<file path="config.mk">
export PLATFORM = sky130hd
export DESIGN_NAME = movement_scheduler
export DESIGN_NICKNAME = d
export VERILOG_FILES = /design/src/rtl/movement_scheduler.sv
export SDC_FILE = /design/constraint.sdc
export NUM_CORES = 1
export LEC_CHECK = 0
export BUFFER_PORTS_ARGS = -buffer_cell sky130_fd_sc_hd__buf_2
export CORE_MARGIN = 2
export CORE_UTILIZATION = 55
export DETAILED_ROUTE_END_ITERATION = 10
export PLACE_DENSITY_LB_ADDON = 0.2
export RECOVER_POWER = 100
export SETUP_SLACK_MARGIN = 0.05
export SLEW_MARGIN = 20
export SYNTH_ARGS = -nofsm -noshare
export SYNTH_HDL_FRONTEND = slang
export SYNTH_SLANG_ARGS = --single-unit
</file>
<file path="constraint.sdc">
create_clock -name clk -period 3.95 [get_ports clk]
set_clock_uncertainty 0.2 [all_clocks]
set_input_delay 0.79 -clock clk [delete_from_list [all_inputs] [get_ports clk]]
set_output_delay 0.79 -clock clk [all_outputs]
set_load 0.02 [all_outputs]
</file>
<file path="src/rtl/movement_scheduler.sv">
// Movement scheduler: sequences the sprite datapath through one crosshair
// slot and an optional bird slot per display frame. Each slot erases the
// sprite, applies the latched move requests one step at a time, then
// redraws. A watchdog bounds each wait on the datapath, and frame ticks
// that arrive while a slot is running are queued one deep.
module movement_scheduler (
  input  logic       clk,
  input  logic       reset_n,
  input  logic       frame_tick,
  input  logic       p_left,
  input  logic       p_right,
  input  logic       p_up,
  input  logic       p_down,
  input  logic       b_left,
  input  logic       b_right,
  input  logic       b_up,
  input  logic       b_down,
  input  logic       bird_active,
  input  logic       enable,
  output logic [3:0] control,
  output logic       PorB,
  output logic       busy,
  output logic       overrun,
  output logic       timeout
);

  // State encodings are the datapath control codes themselves, so the
  // control output is the state register with no decode in between.
  typedef enum logic [3:0] {
    S_HOLD    = 4'b0000,
    S_CLEAR   = 4'b0001,
    S_RIGHT   = 4'b0010,
    S_LEFT    = 4'b0011,
    S_PREHOLD = 4'b0100,
    S_DRAW    = 4'b0101,
    S_DOWN    = 4'b0110,
    S_UP      = 4'b0111
  } state_t;

  localparam logic [7:0] WDOG_LIMIT = 8'hFF;

  state_t     state;
  logic [3:0] move;      // latched requests {left, right, down, up}
  logic [7:0] wdog;      // cycles spent in the current CLEAR/DRAW
  logic       pending;   // one frame tick queued while busy

  logic [3:0] move_eff;  // requests after opposing pairs cancel
  logic       wd_expired;
  logic       wait_done;

  // Opposing requests cancel each other so the sprite does not jitter.
  assign move_eff = {move[3] & ~move[2],
                     move[2] & ~move[3],
                     move[1] & ~move[0],
                     move[0] & ~move[1]};

  // The first cycle of CLEAR/DRAW (wdog==0) sees the previous sprite's
  // stale enable, so only later cycles may accept it.
  assign wd_expired = (wdog == WDOG_LIMIT);
  assign wait_done  = ((wdog != 8'd0) && enable) || wd_expired;

  assign control = state;
  assign busy    = (state != S_HOLD);

  // Pick the next move state at or after the allowed position in the fixed
  // LEFT, RIGHT, DOWN, UP order; fall through to DRAW when none remain.
  function automatic state_t next_move(input logic [3:0] req,
                                       input logic [3:0] allow);
    logic [3:0] m;
    m = req & allow;
    if (m[3])      return S_LEFT;
    else if (m[2]) return S_RIGHT;
    else if (m[1]) return S_DOWN;
    else if (m[0]) return S_UP;
    else           return S_DRAW;
  endfunction

  // Slot sequencer, tick queue, watchdog and sticky error flags.
  always_ff @(posedge clk or negedge reset_n) begin
    if (!reset_n) begin
      state   <= S_HOLD;
      PorB    <= 1'b0;
      move    <= 4'b0000;
      wdog    <= 8'd0;
      pending <= 1'b0;
      overrun <= 1'b0;
      timeout <= 1'b0;
    end else begin
      wdog <= 8'd0;

      if (frame_tick && busy) begin
        if (pending) overrun <= 1'b1;
        pending <= 1'b1;
      end

      case (state)
        S_HOLD: begin
          if (frame_tick || pending) begin
            state   <= S_PREHOLD;
            PorB    <= 1'b0;
            // A fresh tick landing together with a queued one stays queued.
            pending <= pending && frame_tick;
          end
        end

        S_PREHOLD: begin
          move  <= PorB ? {b_left, b_right, b_down, b_up}
                        : {p_left, p_right, p_down, p_up};
          state <= S_CLEAR;
        end

        S_CLEAR: begin
          if (wait_done) begin
            state <= next_move(move_eff, 4'b1111);
            if (wd_expired && !enable) timeout <= 1'b1;
          end else begin
            wdog <= wdog + 8'd1;
          end
        end

        S_LEFT:  state <= next_move(move_eff, 4'b0111);
        S_RIGHT: state <= next_move(move_eff, 4'b0011);
        S_DOWN:  state <= next_move(move_eff, 4'b0001);
        S_UP:    state <= S_DRAW;

        S_DRAW: begin
          if (wait_done) begin
            if (wd_expired && !enable) timeout <= 1'b1;
            if (!PorB && bird_active) begin
              state <= S_PREHOLD;
              PorB  <= 1'b1;
            end else begin
              state <= S_HOLD;
            end
          end else begin
            wdog <= wdog + 8'd1;
          end
        end

        default: state <= S_HOLD;
      endcase
    end
  end

endmodule
</file>
After elaboration in Yosys (flattened, before gate mapping)
Cells that the tools add are included.
Widths: inputs -> output; s select.
- equality and inequality tests: 12
- reductions and logical operators: 18
- bitwise gates (word level): 8
- add/subtract/negate cells: 1
- mux-type cells: 19
- operator list (cell ; number):
    $pmux 4 s8 ; 1
    $eq 4x3->1 const B ; 4
    $mux 4 ; 4
    $mux 8 ; 2
    $mux 3 ; 3
    $add 8x1->8 const B ; 1
    $eq 4x2->1 const B ; 2
    $eq 8x8->1 const B ; 1
    $ne 2x2->1 const B ; 4
    $reduce_bool 8->1 ; 1
    $mux 1 ; 6
    $reduce_and 3->1 ; 2
    $logic_and 1x1->1 ; 5
    $and 1x1->1 ; 4
    $eq 4x1->1 const B ; 1
    $logic_not 4->1 ; 1
    $mux 2 ; 2
    $not 1->1 ; 4
    $reduce_and 4->1 ; 1
    $reduce_bool 4->1 ; 1
    $logic_not 1->1 ; 2
    $logic_or 1x1->1 ; 2
    $pmux 1 s2 ; 1
    $reduce_and 2->1 ; 1
    other kinds (2) ; 2
- input bits: 13
- register bits: 20
- word-level logic and storage cells: 65
- output and inout port bits: 8

Depth between registers and ports, before layout
Gate-level depths: netlist of the first run.
- depth after elaboration: 8
- mapped depth: 6
- depth with buffers taken out: 6

Least setup slack after synthesis of the first run
No wires, ideal clock.
- path kind: register to output
- from: register state[0] (netlist: control[0])
- to: output busy
- data arrival time: 1.125 ns
- data required time: 2.960 ns
- stages on the path, launching flop included: 3
- path buffers: 1
- path slack: 1.835 ns
- path through: dfrtp_1 > clkbuf_1 > or3_1
- word-level cells in the longest chain between the ends: 1
- RTL lines (element ; line ; text):
    start, declared ; 42 ; state_t state;
    start signal, assigned ; 114 ; state <= next_move(move_eff, 4'b1111);
    start signal, assigned ; 121 ; S_LEFT: state <= next_move(move_eff, 4'b0111);
    start signal, assigned ; 122 ; S_RIGHT: state <= next_move(move_eff, 4'b0011);
    $reduce_bool 4->1 ; 63 ; assign busy = (state != S_HOLD);
    end, declared ; 22 ; output logic busy,
No other way between the ends.

Final worst setup path of the first run
- from: register wdog[0]
- to: register state[1] (netlist: control[1])
- word-level cells in the longest chain between the ends: 5
- elaborated cells on any way between the ends: 7
- those cells by class: 3 x eq/ne; 4 x reduce/logical
- RTL lines (element ; line ; text):
    start, declared ; 44 ; logic [7:0] wdog;
    start signal, assigned ; 117 ; wdog <= wdog + 8'd1;
    start signal, assigned ; 136 ; wdog <= wdog + 8'd1;
    $reduce_bool 8->1 ; 60 ; assign wait_done = ((wdog != 8'd0) && enable) || wd_expired;
    $logic_and 1x1->1 ; 60 ;
    $logic_or 1x1->1 (*) ; 60 ;
    $ne 2x2->1 (no source line) ; -- ;
    $reduce_and 3->1 (no source line) (*) ; -- ;
Mark *: on every way between the ends. The rest lies on a longest branch, timed or not.
A chain may end at the register's enable or synchronous reset.

==> flow_metrics.env, run 1 <==
export IMPL_outcome="complete, no violations"
export IMPL_setup_violations_final=0
export IMPL_drc=0
export IMPL_area_growth_syn_to_layout_pct=9.209
export IMPL_netlist_instances=107
export IMPL_synth_area_top_cells="dfrtp_1 45%, ha_1 7.1%, nor2_1 4.6%, a21oi_1 4.3%, mux2i_1 3.8%"
export IMPL_vias=805
export IMPL_met2_length_um=872
export IMPL_worstHoldPathType="flip-flop to flip-flop"
export IMPL_top_layer="met4"
export IMPL_synth_most_common_cell="dfrtp_1"
export IMPL_netlist_top_cells_count="19 x dfrtp_1, 13 x nor2_1, 9 x a21oi_1, 9 x inv_1"
export IMPL_cp_end_kind="flip-flop"
export IMPL_cp_required_ns=3.95
export IMPL_route_met3_wl_um=115
export IMPL_drt_iter0_markers=34
export IMPL_finalCritPeriodShare_pct=61.76
export IMPL_crit_fanout=10
export IMPL_h_tree_depth=1
export IMPL_timing_fmax_mhz=409.9
export IMPL_cellLeakagePower_nw=0.5485
export IMPL_crit_arrival_ns=2.44
export IMPL_vias_per_cell=5.367
export IMPL_clockBufferDepth=2
export IMPL_hold_buffers=0
export IMPL_syn_avg_cell_area_um2=9.904
export IMPL_nets=145
export IMPL_layout_setup_ws_ns=1.511
export IMPL_ctsResizeCount=0
export IMPL_synthesis_area_um2=1060
export IMPL_postCtsSetupRepairBufs=0
export IMPL_grt_max_degree=20
export IMPL_hold_viol_final=0
export IMPL_cts_buffers=3
export IMPL_yosysTopAreaCellShare_pct=44.86
export IMPL_drv_slew=0
export IMPL_p_per_area_nw_per_um2=628.2
export IMPL_antenna_found_initial=0
export IMPL_synth_fp_nets=126
export IMPL_die_w_um=47.90
export IMPL_rsz0062_at_grt="false"
export IMPL_period_needed_ns=2.439
export IMPL_synthArstFlopShare_pct=100.0
export IMPL_drt_pass1_iterations=4
export IMPL_grt_pass1_wl_mm=3.042
export IMPL_wirelength_mm=1.975
export IMPL_cts_sinks=19
export IMPL_synth_flop_cell="dfrtp_1"
export IMPL_insertion_delay_ns=0.30
export IMPL_num_io_pins=21
export IMPL_fillers=161
export IMPL_ant_nets=0
export IMPL_gp_congestion=0.9348
export IMPL_core_area_um2=1764
export IMPL_initial_core_util_pct=60.07
export IMPL_n_antenna_cell=0
export IMPL_path_clk_slew_ns=0.11
export IMPL_rows=15
export IMPL_synthDistinctLibCells=33
export IMPL_grt_ovfl_total=0
export IMPL_pre_cts_ws_ns=1.880
export IMPL_finalSetupTns_ns=0
export IMPL_crit_type="flip-flop to flip-flop"
export IMPL_worst_pin_slew_ns=0.9912
export IMPL_die_area_um2=2294
export IMPL_final_core_util_pct=65.60
export IMPL_drt_met1_wl_um=950
export IMPL_place_inst=146
export IMPL_cts_root_buf="clkbuf_4"
export IMPL_synth_top_cell_by_area="dfrtp_1"
export IMPL_drive_gt1_share_pct=16.00
export IMPL_route_detailed_wl_per_inst_um=13.17
export IMPL_synth_warnings=0
export IMPL_ys_seq_area_share_pct=44.86
export IMPL_die_h_um=47.90
export IMPL_maxCapViolCount=0
export IMPL_vdd_drop_max_mv=0.3038
export IMPL_maxSlewHeadroom_pct=33.92
export IMPL_io_buffers=19
export IMPL_synth_edf_count=0
export IMPL_place_hpwl_mm=1.463
export IMPL_cp_start_kind="flip-flop"
export IMPL_gr_usage_all_layers_pct=19.61
export IMPL_grt_pass1_vias=707
export IMPL_synth_seq_cells=19
export IMPL_stdcell_count=150
export IMPL_cts_tree="yes"
==> layer usage <==
| layer | global-route usage [%] | up-vias |
|---|---|---|
| li1 | - | 401 |
| met1 | 26.05 | 368 |
| met2 | 29.87 | 31 |
| met3 | 4.528 | 5 |
| met4 | 9.730 | 0 |
| met5 | 0 | - |
==> critical path, stage by stage, from the launching register on <==
cell,delay (ns)
dfrtp_1,0.42
inv_1,0.07
ha_1,0.13
or4b_1,0.44
o41ai_1,0.69
nand2_4,0.19
and2_1,0.20
==> kinds of logic (layout without fill, tap and decap cells) <==
| group | Yosys count | count (layout) | synth area share, % |
|---|---|---|---|
| adder cells (fa/ha/maj) | 7 | 7 | 8.028 |
| XOR/XNOR | 6 | 6 | 4.960 |
| AO/OA/AOI/OAI | 20 | 20 | 14.05 |
| multiplexers | 4 | 4 | 3.778 |
| AND/OR/NAND/NOR | 36 | 36 | 18.65 |
| buffers and inverters | 14 | 32 | 5.312 |
| other | 1 | 1 | 0.3539 |
| flip-flops | 19 | 19 | 44.86 |
==> power breakdown <==
part | total [mW] | switching [mW] | leakage, nW | internal [mW]
clock network | 0.0998 | 0.0620 | 0.0177 | 0.0378
registers | 0.315 | 0.0694 | 0.228 | 0.246
logic | 0.312 | 0.180 | 0.303 | 0.132
==> flip-flops by register name (all words and copies together), names as in the netlist <==
signal and count:
control 3, move 4, overrun 1, timeout 1, PorB 1, wdog 8, pending 1
==> final cells by class <==
class	count	area, um2	share of cell area [%]
multi-input combinational	74	504.2	43.57
sequential	19	475.5	41.08
timing repair buffer	19	85.08	7.351
inverter	9	33.78	2.919
tap	25	31.28	2.703
clock buffer	3	22.52	1.946
clock inverter	1	5.005	0.4324
==> final timing paths <==
| check | startpoint | to | slack [ns] | depth (start not counted) |
|---|---|---|---|---|
| min in group asynchronous | reset_n | wdog[5] | 0.41 | 1 |
| max in group asynchronous | reset_n | move[0] | 2.54 | 1 |
| worst min-delay path | timeout | timeout | 0.28 | 2 |
| worst max-delay path | wdog[0] | control[1] | 1.51 | 6 |
| worst min register to register | timeout | timeout | 0.28 | 2 |
| worst max register to register | wdog[0] | control[1] | 1.51 | 6 |
==> placed cells by master (no fill, tap or decap), types with 2 or more instances in the layout <==
| cell type | netlist | layout |
|---|---|---|
| o41ai_1 | 1 | 2 |
| o21ai_0 | 2 | 2 |
| or3_1 | 2 | 2 |
| mux2i_1 | 4 | 4 |
| buf_2 | 0 | 11 |
| and3_1 | 1 | 2 |
| nand2_1 | 2 | 2 |
| dfrtp_1 | 19 | 19 |
| nand2b_1 | 2 | 2 |
| nand3_1 | 6 | 6 |
| inv_1 | 9 | 9 |
| ha_1 | 6 | 6 |
| clkbuf_4 | 0 | 3 |
| xnor2_1 | 3 | 3 |
| nor2_1 | 13 | 13 |
| xor2_1 | 3 | 3 |
| a21oi_1 | 9 | 9 |
| clkbuf_1 | 4 | 8 |
| nor3_1 | 2 | 2 |
| and3_2 | 3 | 2 |
==> through the flow <==
step	hold WS [ns]	total power, mW	area (um2)
after floorplan	0.2443	0.5665	1060
after global placement	0.2428	0.6386	1164
after detailed placement	0.2575	0.6483	1164
after CTS	0.2077	0.7517	1191
after global routing	0.3042	0.7893	1157
final	0.2791	0.7271	1157
Note: power is estimated with default switching activity, not from simulation.
==> run 2: changes to the inputs <==
Settings changed: CORE_UTILIZATION 55 to 48.
Clock period 3.95 ns to 1.95 ns, I/O delays scaled along.
==> run 2 against run 1 <==
Net effect: hold slack worse by 0.16 ns; global-route usage down 2.0 points; the run now ends with setup timing left; sequential share of layout area down 5.1 points; count of clock-buffer cells in the layout unchanged; cell area up 15%; register-to-register slack worse by 1.5 ns; largest cell class unchanged; total power up 140%; first-iteration DRC count down 68%; combinational power rose to 3.0 times the previous value; cell count up 9.3%; clock power up 110%; highest routed layer unchanged.
==> flow_metrics.env, run 2 (synthesis results as in run 1) <==
export IMPL_outcome="finished, violations left"
export IMPL_failed_checks="setup timing"
export IMPL_core_area_um2=2148
export IMPL_cp_slowest_stage_delay_ns=0.47
export IMPL_cts_tree="yes"
export IMPL_ant_nets=0
export IMPL_h_tree_depth=1
export IMPL_grt_pass1_wl_mm=3.381
export IMPL_pwr_share_seq_pct=34.6
export IMPL_critPathCapture="control[2]"
export IMPL_cts_buffers=3
export IMPL_die_h_um=50.99
export IMPL_drive_gt1_share_pct=33.09
export IMPL_cp_required_ns=1.95
export IMPL_r2r_start="wdog[0]"
export IMPL_crit_arrival_ns=1.97
export IMPL_largest_reg_flops=8
export IMPL_layout_setup_ws_ns=-0.02385
export IMPL_drv_slew=0
export IMPL_cellLeakagePower_nw=0.6173
export IMPL_initial_core_util_pct=49.33
export IMPL_registers_top_by_ff_count="wdog"
export IMPL_hold_viol_final=0
export IMPL_power_mw=1.750
export IMPL_maxCapViolCount=0
export IMPL_path_clk_slew_ns=0.11
export IMPL_maxSlewHeadroom_pct=34.88
export IMPL_die_area_um2=2599
export IMPL_vias_per_cell=5.207
export IMPL_crit_fanout=5
export IMPL_die_w_um=50.99
export IMPL_clockBufferDepth=2
export IMPL_io_buffers=19
export IMPL_nets=156
export IMPL_comb_power_share_pct=53.5
export IMPL_cts_root_buf="clkbuf_4"
export IMPL_period_needed_ns=1.974
export IMPL_route_detailed_wl_per_inst_um=12.59
export IMPL_cp_end_kind="flip-flop"
export IMPL_power_share_switching_pct=41.41
export IMPL_pwr_share_clk_pct=11.9
export IMPL_pre_cts_ws_ns=-0.06945
export IMPL_r2r_cells=7
export IMPL_critPathSlowestCell="or4b_4"
export IMPL_cp_start_kind="flip-flop"
export IMPL_layout_common_cells="17 x dfrtp_1, 14 x buf_2, 9 x inv_1, 9 x a21oi_1"
export IMPL_p_switching_mw=0.7247
export IMPL_drt_iter0_markers=11
export IMPL_worstHoldPathType="input pin to flip-flop"
export IMPL_grt_max_degree=20
export IMPL_vdd_drop_max_mv=0.6767
export IMPL_finalCritPeriodShare_pct=101.2
export IMPL_use_met2_pct=28.14
export IMPL_insertion_delay_ns=0.30
export IMPL_timing_fmax_mhz=506.6
export IMPL_rsz0062_at_grt="true"
export IMPL_gr_usage_all_layers_pct=17.63
export IMPL_cts_sinks=19
export IMPL_grt_ovfl_total=0
export IMPL_crit_start="wdog[0]"
export IMPL_p_int_mw=1.025
export IMPL_rr_endpoint="control[2]"
export IMPL_wirelength_mm=2.065
export IMPL_layout_commonest_cell="dfrtp_1"
export IMPL_place_hpwl_mm=1.547
export IMPL_grt_busiest_layer="met2"
export IMPL_crit_type="flip-flop to flip-flop"
export IMPL_p_per_area_nw_per_um2=1317
export IMPL_rows=17
export IMPL_setup_violations_final=2
export IMPL_area_growth_syn_to_layout_pct=25.38
export IMPL_met3_usage_pct=2.632
export IMPL_antenna_found_initial=0
export IMPL_grt_pass1_vias=785
export IMPL_drt_pass1_iterations=4
export IMPL_n_antenna_cell=0
export IMPL_drc=0
export IMPL_seqCellArea_um2=478.0
export IMPL_final_core_util_pct=61.85
export IMPL_use_met1_pct=23.31
export IMPL_multi_input_area_um2=574.3
export IMPL_r2r_setup_slack_ns=-0.02
export IMPL_vias=854
export IMPL_fillers=185
export IMPL_worst_pin_slew_ns=0.9768
export IMPL_gp_congestion=0.8545
export IMPL_hold_path_startpoint="enable"
export IMPL_worstPathCellList="inv_1 -> ha_1 -> or4b_4 -> o41ai_4 -> buf_6 -> a21oi_1 -> a2bb2oi_1"
export IMPL_num_io_pins=21
## run 2: changes by cell type in the layout (fill, tap and decap cells not counted), sizes merged
cell / previous run / this run
buf: 11 / 24
clkbuf: 11 / 7
clkinv: 1 / 0
clkinvlp: 0 / 1
dlygate4sd3: 0 / 1
nand2: 3 / 4
## run 2: critical path: cells and delay by family (launching register included)
kind | cells | cell delay, ns
AND/OR/NAND/NOR | 1 | 0.47
AO/OA/AOI/OAI | 3 | 0.43
flip-flops | 1 | 0.39
buffers and inverters | 2 | 0.24
adder cells (fa/ha/maj) | 1 | 0.14
## run 2: area by class of cell
class,instances,area share [%]
flip-flops and latches,19,35.97
multi-input cells,75,43.22
clock buffers,3,1.695
well taps,28,2.637
inverters,9,2.542
repair buffers,29,13.37
clock inverters,1,0.5650
## run 2: metal layers
metal,wire length (um),vias to the layer above,part of all wire [%]
met4,13,0,0.63
met1,975,402,47
met2,993,18,48
met5,0,-,0
met3,82,2,4.0
li1,-,432,-
## run 2: repair_timing
action | in CTS | in global routing
setup buffers | 1 | 3
endpoints found under the setup margin | 13 | 13
pin swaps | 5 | 1
gates resized for setup | 8 | 7
cloned | 1 | 0
hold endpoints to repair | 19 | 0
hold buffers | 1 | 0
## run 2: per-stage QoR
stage	hold WS, ns	setup TNS (ns)	area, um2	cells
global route	0.1335	-0.3750	1329	164
detailed placement	0.1477	-0.1030	1205	154
finish	0.1237	-0.03159	1329	164
global placement	0.1442	-0.002525	1205	154
floorplan	-0.1056	0	1060	107
CTS	0.1140	-0.09743	1284	161
## run 2: how the worst min path moves through the flow
stage | endpoint | slack [ns] | cells after the start
after floorplan | PorB | -0.11 | 0
after global placement | wdog[5] | 0.14 | 1
after detailed placement | timeout | 0.15 | 1
after CTS | timeout | 0.11 | 2
after global routing | timeout | 0.13 | 2
final | timeout | 0.12 | 2
## run 2: power by group through the flow
stage,logic (mW),registers [mW],clock network (mW)
2_1_floorplan,0.534,0.614,0
3_3_place_gp,0.742,0.613,0
3_5_place_dp,0.765,0.617,0
4_1_cts,0.844,0.613,0.226
5_1_grt,1.05,0.622,0.234
6_report,0.936,0.606,0.208
